`src/rtl/sysbus_arbiter.sv`:
```
// Two-master arbiter and bus-cycle sequencer for the multiplexed address/data memory bus.
// Every pad strobe and handshake output is registered, decoded from the next state.
module sysbus_arbiter #(
  parameter int unsigned WIDTH         = 16,
  parameter int unsigned WAIT_STATES   = 1,
  parameter int unsigned MAX_CPU_BURST = 4
) (
  input  logic             Clock,
  input  logic             nReset,
  input  logic             CpuReq,
  input  logic             CpuWrite,
  input  logic [WIDTH-1:0] CpuAddr,
  input  logic [WIDTH-1:0] CpuWData,
  output logic             CpuGnt,
  output logic             CpuDone,
  input  logic             DmaReq,
  input  logic             DmaWrite,
  input  logic [WIDTH-1:0] DmaAddr,
  input  logic [WIDTH-1:0] DmaWData,
  output logic             DmaGnt,
  output logic             DmaDone,
  output logic [WIDTH-1:0] RData,
  input  logic [WIDTH-1:0] AdIn,
  output logic [WIDTH-1:0] AdOut,
  output logic             AdOe,
  output logic             ALE,
  output logic             ENB,
  output logic             nME,
  output logic             nOE,
  output logic             nWE
);

  localparam int unsigned STARVE_W = 4;
  localparam int unsigned WCNT_W   = 3;

  localparam logic [2:0] S_IDLE = 3'd0;
  localparam logic [2:0] S_ADDR = 3'd1;
  localparam logic [2:0] S_DATA = 3'd2;
  localparam logic [2:0] S_WAIT = 3'd3;
  localparam logic [2:0] S_DONE = 3'd4;

  logic [2:0]          state_q, state_d;
  logic [WCNT_W-1:0]   wcnt_q, wcnt_d;
  logic [STARVE_W-1:0] starve_q, starve_d;
  logic                owner_q, owner_d;   // 1 = DMA owns the current access
  logic                write_q, write_d;
  logic [WIDTH-1:0]    addr_q, addr_d;
  logic [WIDTH-1:0]    wdata_q, wdata_d;
  logic [WIDTH-1:0]    rdata_q, rdata_d;
  logic                dma_win;

  logic cpu_gnt_q, cpu_gnt_d, cpu_done_q, cpu_done_d;
  logic dma_gnt_q, dma_gnt_d, dma_done_q, dma_done_d;
  logic ale_q, ale_d, enb_q, enb_d, ad_oe_q, ad_oe_d;
  logic n_me_q, n_me_d, n_oe_q, n_oe_d, n_we_q, n_we_d;
  logic [WIDTH-1:0] ad_out_q, ad_out_d;

  // Next-state, arbitration and capture of the winning master's request
  always_comb begin
    state_d  = state_q;
    wcnt_d   = wcnt_q;
    starve_d = starve_q;
    owner_d  = owner_q;
    write_d  = write_q;
    addr_d   = addr_q;
    wdata_d  = wdata_q;
    rdata_d  = rdata_q;
    dma_win  = !CpuReq || (DmaReq && (starve_q == STARVE_W'(MAX_CPU_BURST)));
    case (state_q)
      S_IDLE: begin
        if (CpuReq || DmaReq) begin
          state_d = S_ADDR;
          owner_d = dma_win;
          write_d = dma_win ? DmaWrite : CpuWrite;
          addr_d  = dma_win ? DmaAddr  : CpuAddr;
          wdata_d = dma_win ? DmaWData : CpuWData;
          if (dma_win || !DmaReq) begin
            starve_d = '0;
          end else if (starve_q != STARVE_W'(MAX_CPU_BURST)) begin
            starve_d = starve_q + STARVE_W'(1);
          end
        end
      end
      S_ADDR: state_d = S_DATA;
      S_DATA: begin
        if (WAIT_STATES == 0) begin
          state_d = S_DONE;
        end else begin
          state_d = S_WAIT;
          wcnt_d  = WCNT_W'(WAIT_STATES - 1);
        end
      end
      S_WAIT: begin
        if (wcnt_q == '0) begin
          state_d = S_DONE;
        end else begin
          wcnt_d = wcnt_q - WCNT_W'(1);
        end
      end
      S_DONE: begin
        state_d = S_IDLE;
        if (!write_q) begin
          rdata_d = AdIn;
        end
      end
      default: state_d = S_IDLE;
    endcase
  end

  // Output decode from the state being entered so the registered pins line up with it
  always_comb begin
    cpu_gnt_d  = 1'b0;
    cpu_done_d = 1'b0;
    dma_gnt_d  = 1'b0;
    dma_done_d = 1'b0;
    ale_d      = 1'b0;
    enb_d      = 1'b0;
    ad_oe_d    = 1'b0;
    ad_out_d   = '0;
    n_me_d     = 1'b1;
    n_oe_d     = 1'b1;
    n_we_d     = 1'b1;
    if (state_d != S_IDLE) begin
      cpu_gnt_d = !owner_d;
      dma_gnt_d = owner_d;
      n_me_d    = 1'b0;
    end
    case (state_d)
      S_ADDR: begin
        ale_d    = 1'b1;
        ad_oe_d  = 1'b1;
        ad_out_d = addr_d;
      end
      S_DATA, S_WAIT: begin
        if (write_d) begin
          ad_oe_d  = 1'b1;
          ad_out_d = wdata_d;
          n_we_d   = 1'b0;
        end else begin
          n_oe_d = 1'b0;
        end
      end
      S_DONE: begin
        cpu_done_d = !owner_d;
        dma_done_d = owner_d;
        if (write_d) begin
          ad_oe_d  = 1'b1;
          ad_out_d = wdata_d;
        end else begin
          n_oe_d = 1'b0;
          enb_d  = 1'b1;
        end
      end
      default: ;
    endcase
  end

  always_ff @(posedge Clock or negedge nReset) begin
    if (!nReset) begin
      state_q    <= S_IDLE;
      wcnt_q     <= '0;
      starve_q   <= '0;
      owner_q    <= 1'b0;
      write_q    <= 1'b0;
      addr_q     <= '0;
      wdata_q    <= '0;
      rdata_q    <= '0;
      cpu_gnt_q  <= 1'b0;
      cpu_done_q <= 1'b0;
      dma_gnt_q  <= 1'b0;
      dma_done_q <= 1'b0;
      ale_q      <= 1'b0;
      enb_q      <= 1'b0;
      ad_oe_q    <= 1'b0;
      ad_out_q   <= '0;
      n_me_q     <= 1'b1;
      n_oe_q     <= 1'b1;
      n_we_q     <= 1'b1;
    end else begin
      state_q    <= state_d;
      wcnt_q     <= wcnt_d;
      starve_q   <= starve_d;
      owner_q    <= owner_d;
      write_q    <= write_d;
      addr_q     <= addr_d;
      wdata_q    <= wdata_d;
      rdata_q    <= rdata_d;
      cpu_gnt_q  <= cpu_gnt_d;
      cpu_done_q <= cpu_done_d;
      dma_gnt_q  <= dma_gnt_d;
      dma_done_q <= dma_done_d;
      ale_q      <= ale_d;
      enb_q      <= enb_d;
      ad_oe_q    <= ad_oe_d;
      ad_out_q   <= ad_out_d;
      n_me_q     <= n_me_d;
      n_oe_q     <= n_oe_d;
      n_we_q     <= n_we_d;
    end
  end

  assign CpuGnt  = cpu_gnt_q;
  assign CpuDone = cpu_done_q;
  assign DmaGnt  = dma_gnt_q;
  assign DmaDone = dma_done_q;
  assign RData   = rdata_q;
  assign AdOut   = ad_out_q;
  assign AdOe    = ad_oe_q;
  assign ALE     = ale_q;
  assign ENB     = enb_q;
  assign nME     = n_me_q;
  assign nOE     = n_oe_q;
  assign nWE     = n_we_q;

endmodule

```
`config.mk`:
```
export PLATFORM = sky130hd
export DESIGN_NAME = sysbus_arbiter
export DESIGN_NICKNAME = d
export VERILOG_FILES = /design/src/rtl/sysbus_arbiter.sv
export SDC_FILE = /design/constraint.sdc
export NUM_CORES = 1
export LEC_CHECK = 0
export BUFFER_PORTS_ARGS = -buffer_cell sky130_fd_sc_hd__clkbuf_2
export CELL_PAD_IN_SITES_DETAIL_PLACEMENT = 1
export CELL_PAD_IN_SITES_GLOBAL_PLACEMENT = 1
export CORE_MARGIN = 2
export CORE_UTILIZATION = 35
export CTS_CLUSTER_SIZE = 30
export DETAILED_ROUTE_END_ITERATION = 7
export HOLD_SLACK_MARGIN = 0.1
export PLACE_DENSITY = 0.82
export SLEW_MARGIN = 20
export SYNTH_ARGS = -nofsm -noshare
export SYNTH_HDL_FRONTEND = slang
export SYNTH_SLANG_ARGS = --single-unit
export TNS_END_PERCENT = 30
```
`constraint.sdc`:
```
create_clock -name Clock -period 1.89 [get_ports Clock]
set_input_delay 0.189 -clock Clock [delete_from_list [all_inputs] [get_ports Clock]]
set_output_delay 0.189 -clock Clock [all_outputs]
set_load 0.01 [all_outputs]
```
==> Yosys cells after proc, flatten, opt, wreduce, memory -nomap -nowiden <==
Cells that the tools add are included.
{ "op_classes": {"reduce_logical": 17, "bitwise_logic": 1, "mux": 32, "add_sub_neg": 2, "eq_ne": 11} }
{ "op_table": {"columns": ["cell", "n"], "rows": [
  ["2-to-1 mux 16 bit", 7],
  ["one-hot mux 16 bit (2 select lines)", 1],
  ["2-to-1 mux 1 bit", 16],
  ["== test 3 x 2 -> 1 bit (second input constant)", 4],
  ["one-hot mux 3 bit (4 select lines)", 1],
  ["2-to-1 mux 3 bit", 3],
  ["2-to-1 mux 4 bit", 2],
  ["== test 3 x 1 -> 1 bit (second input constant)", 2],
  ["== test 3 bit (second input constant)", 2],
  ["zero test 3 bit", 2],
  ["one-hot mux 3 bit (2 select lines)", 1],
  ["adder 4 x 1 -> 4 bit (second input constant)", 1],
  ["== test 4 x 3 -> 1 bit (second input constant)", 1],
  ["!= test 4 x 3 -> 1 bit (second input constant)", 1],
  ["AND reduction 2 bit", 2],
  ["nonzero test 2 bit", 2],
  ["zero test 1 bit", 3],
  ["logical OR 1 bit", 3],
  ["AND reduction 3 bit", 1],
  ["nonzero test 3 bit", 1],
  ["OR reduction 3 bit", 1],
  ["subtractor 3 x 1 -> 3 bit (second input constant)", 1],
  ["!= test 2 bit (second input constant)", 1],
  ["one-hot mux 1 bit (2 select lines)", 1],
  ["other kinds (3)", 3]
]} }
{ "word_totals": {"output_inout_bits": 42, "input_bits": 86, "ff_bits": 86, "elab_cells": 82} }

==> Longest topological paths before layout <==
{ "logic_depth": {"word_depth": 8, "ltp_mapped": 8, "depth_no_buf": 6} }

==> Worst setup path before layout <==
OpenSTA, ideal clock, no wires.
{ "synth_path": {"kind": "flip-flop to flip-flop", "startpoint": "register state_q[0]", "endpoint": "register rdata_q[10], in the netlist RData[10]", "n_path_buf": 2, "arrival_time_ps": 1520, "setup_time_ps": 125, "slack_ps": 245, "stages_incl_launch_ff": 5, "required_time_ps": 1765, "cell_sequence": "dfrtp_1 -> buf_2 -> nor4b_4 -> buf_6 -> mux2_2"} }
{ "synth_via": {"elab_chain_cells": 2} }
{ "synth_lines": {"columns": ["item", "line_no", "source"], "rows": [
  ["from (decl)", "42", "logic [2:0] state_q, state_d;"],
  ["from (signal assigned)", "180", "state_q <= state_d;"],
  ["== test 3 bit", "69", "case (state_q)"],
  ["AND reduction 2 bit (no source line)", null, null],
  ["to (signal assigned)", "187", "rdata_q <= rdata_d;"],
  ["to (decl)", "49", "logic [WIDTH-1:0] rdata_q, rdata_d;"]
]} }
Every way passes these cells.
A chain may end at the register's enable or synchronous reset.

==> Worst setup path after layout <==
{ "layout_path": {"startpoint": "register starve_q[0]", "endpoint": "register wdata_q[1]"} }
{ "layout_via": {"elab_chain_cells": 6} }
{ "layout_lines": {"columns": ["item", "line_no", "source"], "rows": [
  ["from (decl)", "44", "logic [STARVE_W-1:0] starve_q, starve_d;"],
  ["from (signal assigned)", "182", "starve_q <= starve_d;"],
  ["== test 4 x 3 -> 1 bit", "68", "dma_win = !CpuReq || (DmaReq && (starve_q == STARVE_W'(MAX_CPU_BURST)));"],
  ["logical AND 1 bit", "68", null],
  ["logical OR 1 bit", "68", null],
  ["2-to-1 mux 16 bit", "76", "wdata_d = dma_win ? DmaWData : CpuWData;"],
  ["2-to-1 mux 16 bit", "71", "if (CpuReq || DmaReq) begin"],
  ["2-to-1 mux 16 bit", "69", null],
  ["via wdata_d[1]", "48", "logic [WIDTH-1:0] wdata_q, wdata_d;"],
  ["to (signal assigned)", "186", "wdata_q <= wdata_d;"],
  ["to (decl)", "48", null]
]} }
The timed path passes the listed nets, and every way through them passes these cells.

==> impl_metrics.csv <==
group,metric,value,unit
run,cap_viol_max_count,0,
final_layout,final_common_cell,"clkbuf_2",
pwr,power,6.40,mW
sta,hold_viol_final,0,
route,routed_wl,9.32,mm
floorplanning,die_h,97.7,µm
grt,grt.total_usage,0.207,
grt,grt_start_max_net_pins,32,
grt,grt_pass1_wl,15.5,mm
clocking,cts_num_sinks,70,
clocking,cts_buffers,9,
grt,antenna_found_initial,0,
critical_path,crit_path_max_fanout,12,
grt,overflow,0,
sta,final-setup-viol-count,0,
sta,rsz0062_at_grt,"no",
sta,finClkSkew,0.0110,ns
final_layout,stdcell_count,559,
logic_synthesis,syn_avg_cell_area,11.4,µm²
placement,portBuffers,127,
placement,post-dp-hpwl,6.21,mm
clocking,cts_tree,"yes",
final_layout,most-common-layout-cells,"126 x clkbuf_2, 67 x dfrtp_1, 44 x dlygate4sd3_1",
sta,period_needed,1.71,ns
grt,grt_pass1_vias,3116,
final_layout,n_fill_cell,976,
final_layout,layout.area.seq,0.00176,mm²
clocking,clkTransAtPathRegs,0.07,ns
sta,drv_slew,0,
clocking,cts-root-buf,"clkbuf_8",
logic_synthesis,seq_area_frac_synth,0.571,
logic_synthesis,synth.distinct_cells,39,
logic_synthesis,synth_warnings,0,
route,drc,0,
logic_synthesis,ys_ff_latch,70,
sta,fin_crit_sh,0.905,
placement,dp_cells,499,
outcome,outcome,"finished clean",
logic_synthesis,synth_cells,270,
route,via_per_inst,4.94,
critical_path,crit_required,2.13,ns
pwr,vdd_drop_max,0.510,mV
critical_path,arrival,1.95,ns
final_layout,multi_input_area,0.00120,mm²
route,via_count,2764,
critical_path,crit_type,"reg -> reg",
pwr,leakage,2.22,nW
clocking,cts_max_path_buffers,2,
floorplanning,initial_core_util,0.356,
route,drt-initial-drc-count,50,
sta,tightest_slew,0.435,ns
critical_path,cp-end-kind,"flop",
final_layout,drive_above_1_share,0.399,
route,ant_nets,0,
pwr,p_per_area,1410,mW/mm²
final_layout,final_nets,536,
floorplanning,die_w,97.7,µm
final_layout,num_antenna_cells,0,
logic_synthesis,synthesis.area,0.00307,mm²
floorplanning,core,0.00864,mm²
logic_synthesis,syn_nets,360,
floorplanning,die_area,0.00955,mm²
critical_path,cp-start-kind,"flop",
clocking,postCtsSetupBuffers,0,
sta,fmax,0.585,GHz
route,wire_per_inst,16.7,µm
floorplanning,ios,128,
sta,fin_tns_setup,0,ns
placement,place_congestion,0.798,
clocking,cts.htree.levels,3,
route,first_pass_iters,4,
sta,relSlewSlack,0.709,
clocking,clkLatencyLatePin,0.34,ns
hold_path,hold_class,"in -> reg",
final_layout,area_delta_synth_final,47.1,%
floorplanning,rows,34,
==> what timing repair did <==
action,in CTS,in global routing
endpoints found under the hold margin,59,0
resized for setup,0,1
endpoints found under the setup margin,0,12
hold buffers,44,0
==> worst paths after layout <==
| check | depth (start not counted) | from | slack (ns) | endpoint |
|---|---|---|---|---|
| max | 7 | starve_q[0] | 0.18 | wdata_q[1] |
| min | 3 | DmaWData[15] | 0.12 | wdata_q[15] |
| max reg2reg | 7 | starve_q[0] | 0.18 | wdata_q[1] |
| min reg2reg | 1 | wdata_q[7] | 0.49 | AdOut[7] |
| max in group asynchronous | 3 | nReset | 0.85 | nOE |
| min in group asynchronous | 2 | nReset | 0.33 | AdOut[14] |
==> state kept, by name (all words and copies together) (netlist names) <==
register,count
ALE,1
wcnt_q,3
CpuDone,1
DmaDone,1
nWE,1
AdOe,1
CpuGnt,1
starve_q,4
state_q,3
wdata_q,16
AdOut,16
RData,16
owner_q,1
ENB,1
nME,1
write_q,1
DmaGnt,1
nOE,1
==> critical path, cell delays in order (launching register included) <==
cell and delay, ns:
dfrtp_1 0.41, inv_1 0.06, ha_1 0.20, nand4b_1 0.13, and2_2 0.30, buf_4 0.23
nand2_1 0.08, a31oi_1 0.20
==> cells in the mapped netlist <==
library cell	count	area, µm²
a21o_1	2	15.0
buf_4	4	30.0
o2bb2ai_1	16	140
nor3_1	2	10.0
nand2_2	1	6.26
nor3_4	1	16.3
a31oi_1	17	106
o21ai_0	4	20.0
nor2_1	22	82.6
o211ai_1	1	7.51
nand2_1	41	154
dfrtp_1	67	1680
a22o_1	2	17.5
and3_1	1	6.26
mux2_2	16	180
nor4b_1	1	8.76
nand4b_1	2	17.5
mux2i_1	17	170
a32o_1	2	20.0
clkbuf_1	4	15.0
ha_1	4	50.1
a21boi_0	1	7.51
inv_2	1	3.75
o22ai_1	1	6.26
nand2b_1	2	12.5
dfstp_2	3	78.8
a21oi_1	2	10.0
buf_2	7	35.0
and4b_1	1	10.0
buf_6	1	11.3
nor2b_1	2	12.5
o22a_1	1	8.76
o31ai_1	2	15.0
nor4b_4	1	23.8
or2_2	3	18.8
and2_1	3	18.8
inv_1	6	22.5
buf_1	1	3.75
nand3_1	5	25.0
==> logic make-up (layout without fill, tap and decap cells) <==
group,count (synthesis),count (layout),synth area share
compound gates,51,51,0.122
fa+ha+maj,4,4,0.0163
buf+inv,24,205,0.0395
flops,70,70,0.571
mux,33,33,0.114
simple gates,88,88,0.138
==> metal layers <==
layer | vias to the layer above | GRT usage | wire, µm
li1 | 1301 | - | -
met1 | 1356 | 0.236 | 3680
met2 | 84 | 0.378 | 4920
met3 | 23 | 0.0360 | 394
met4 | 0 | 0.0940 | 312
met5 | - | 0 | 0
==> cell type report <==
cell class	instances	share of cell area
inverter	7	0.00581
sequential	70	0.388
clock inverter	4	0.0119
tap	108	0.0299
timing repair buffer	182	0.265
multi-input combinational	176	0.265
clock buffer	12	0.0343
==> per-stage QoR <==
stage,hold slack (ns),instance area [µm²],setup WS [ns],util
6_report,0.120,4520,0.180,0.524
5_1_grt,0.122,4520,0.0198,0.524
4_1_cts,0.101,4520,0.0496,0.524
3_5_place_dp,0.160,3870,0.0659,0.448
3_3_place_gp,0.149,3870,0.196,0.448
2_1_floorplan,-0.107,3070,0.245,-
==> power breakdown <==
part / internal (mW) / switching [mW] / total, mW
registers: 2.20 / 0.410 / 2.61
logic: 1.19 / 1.34 / 2.53
clock network: 0.687 / 0.571 / 1.26
Power figures use the tool's default switching activity.
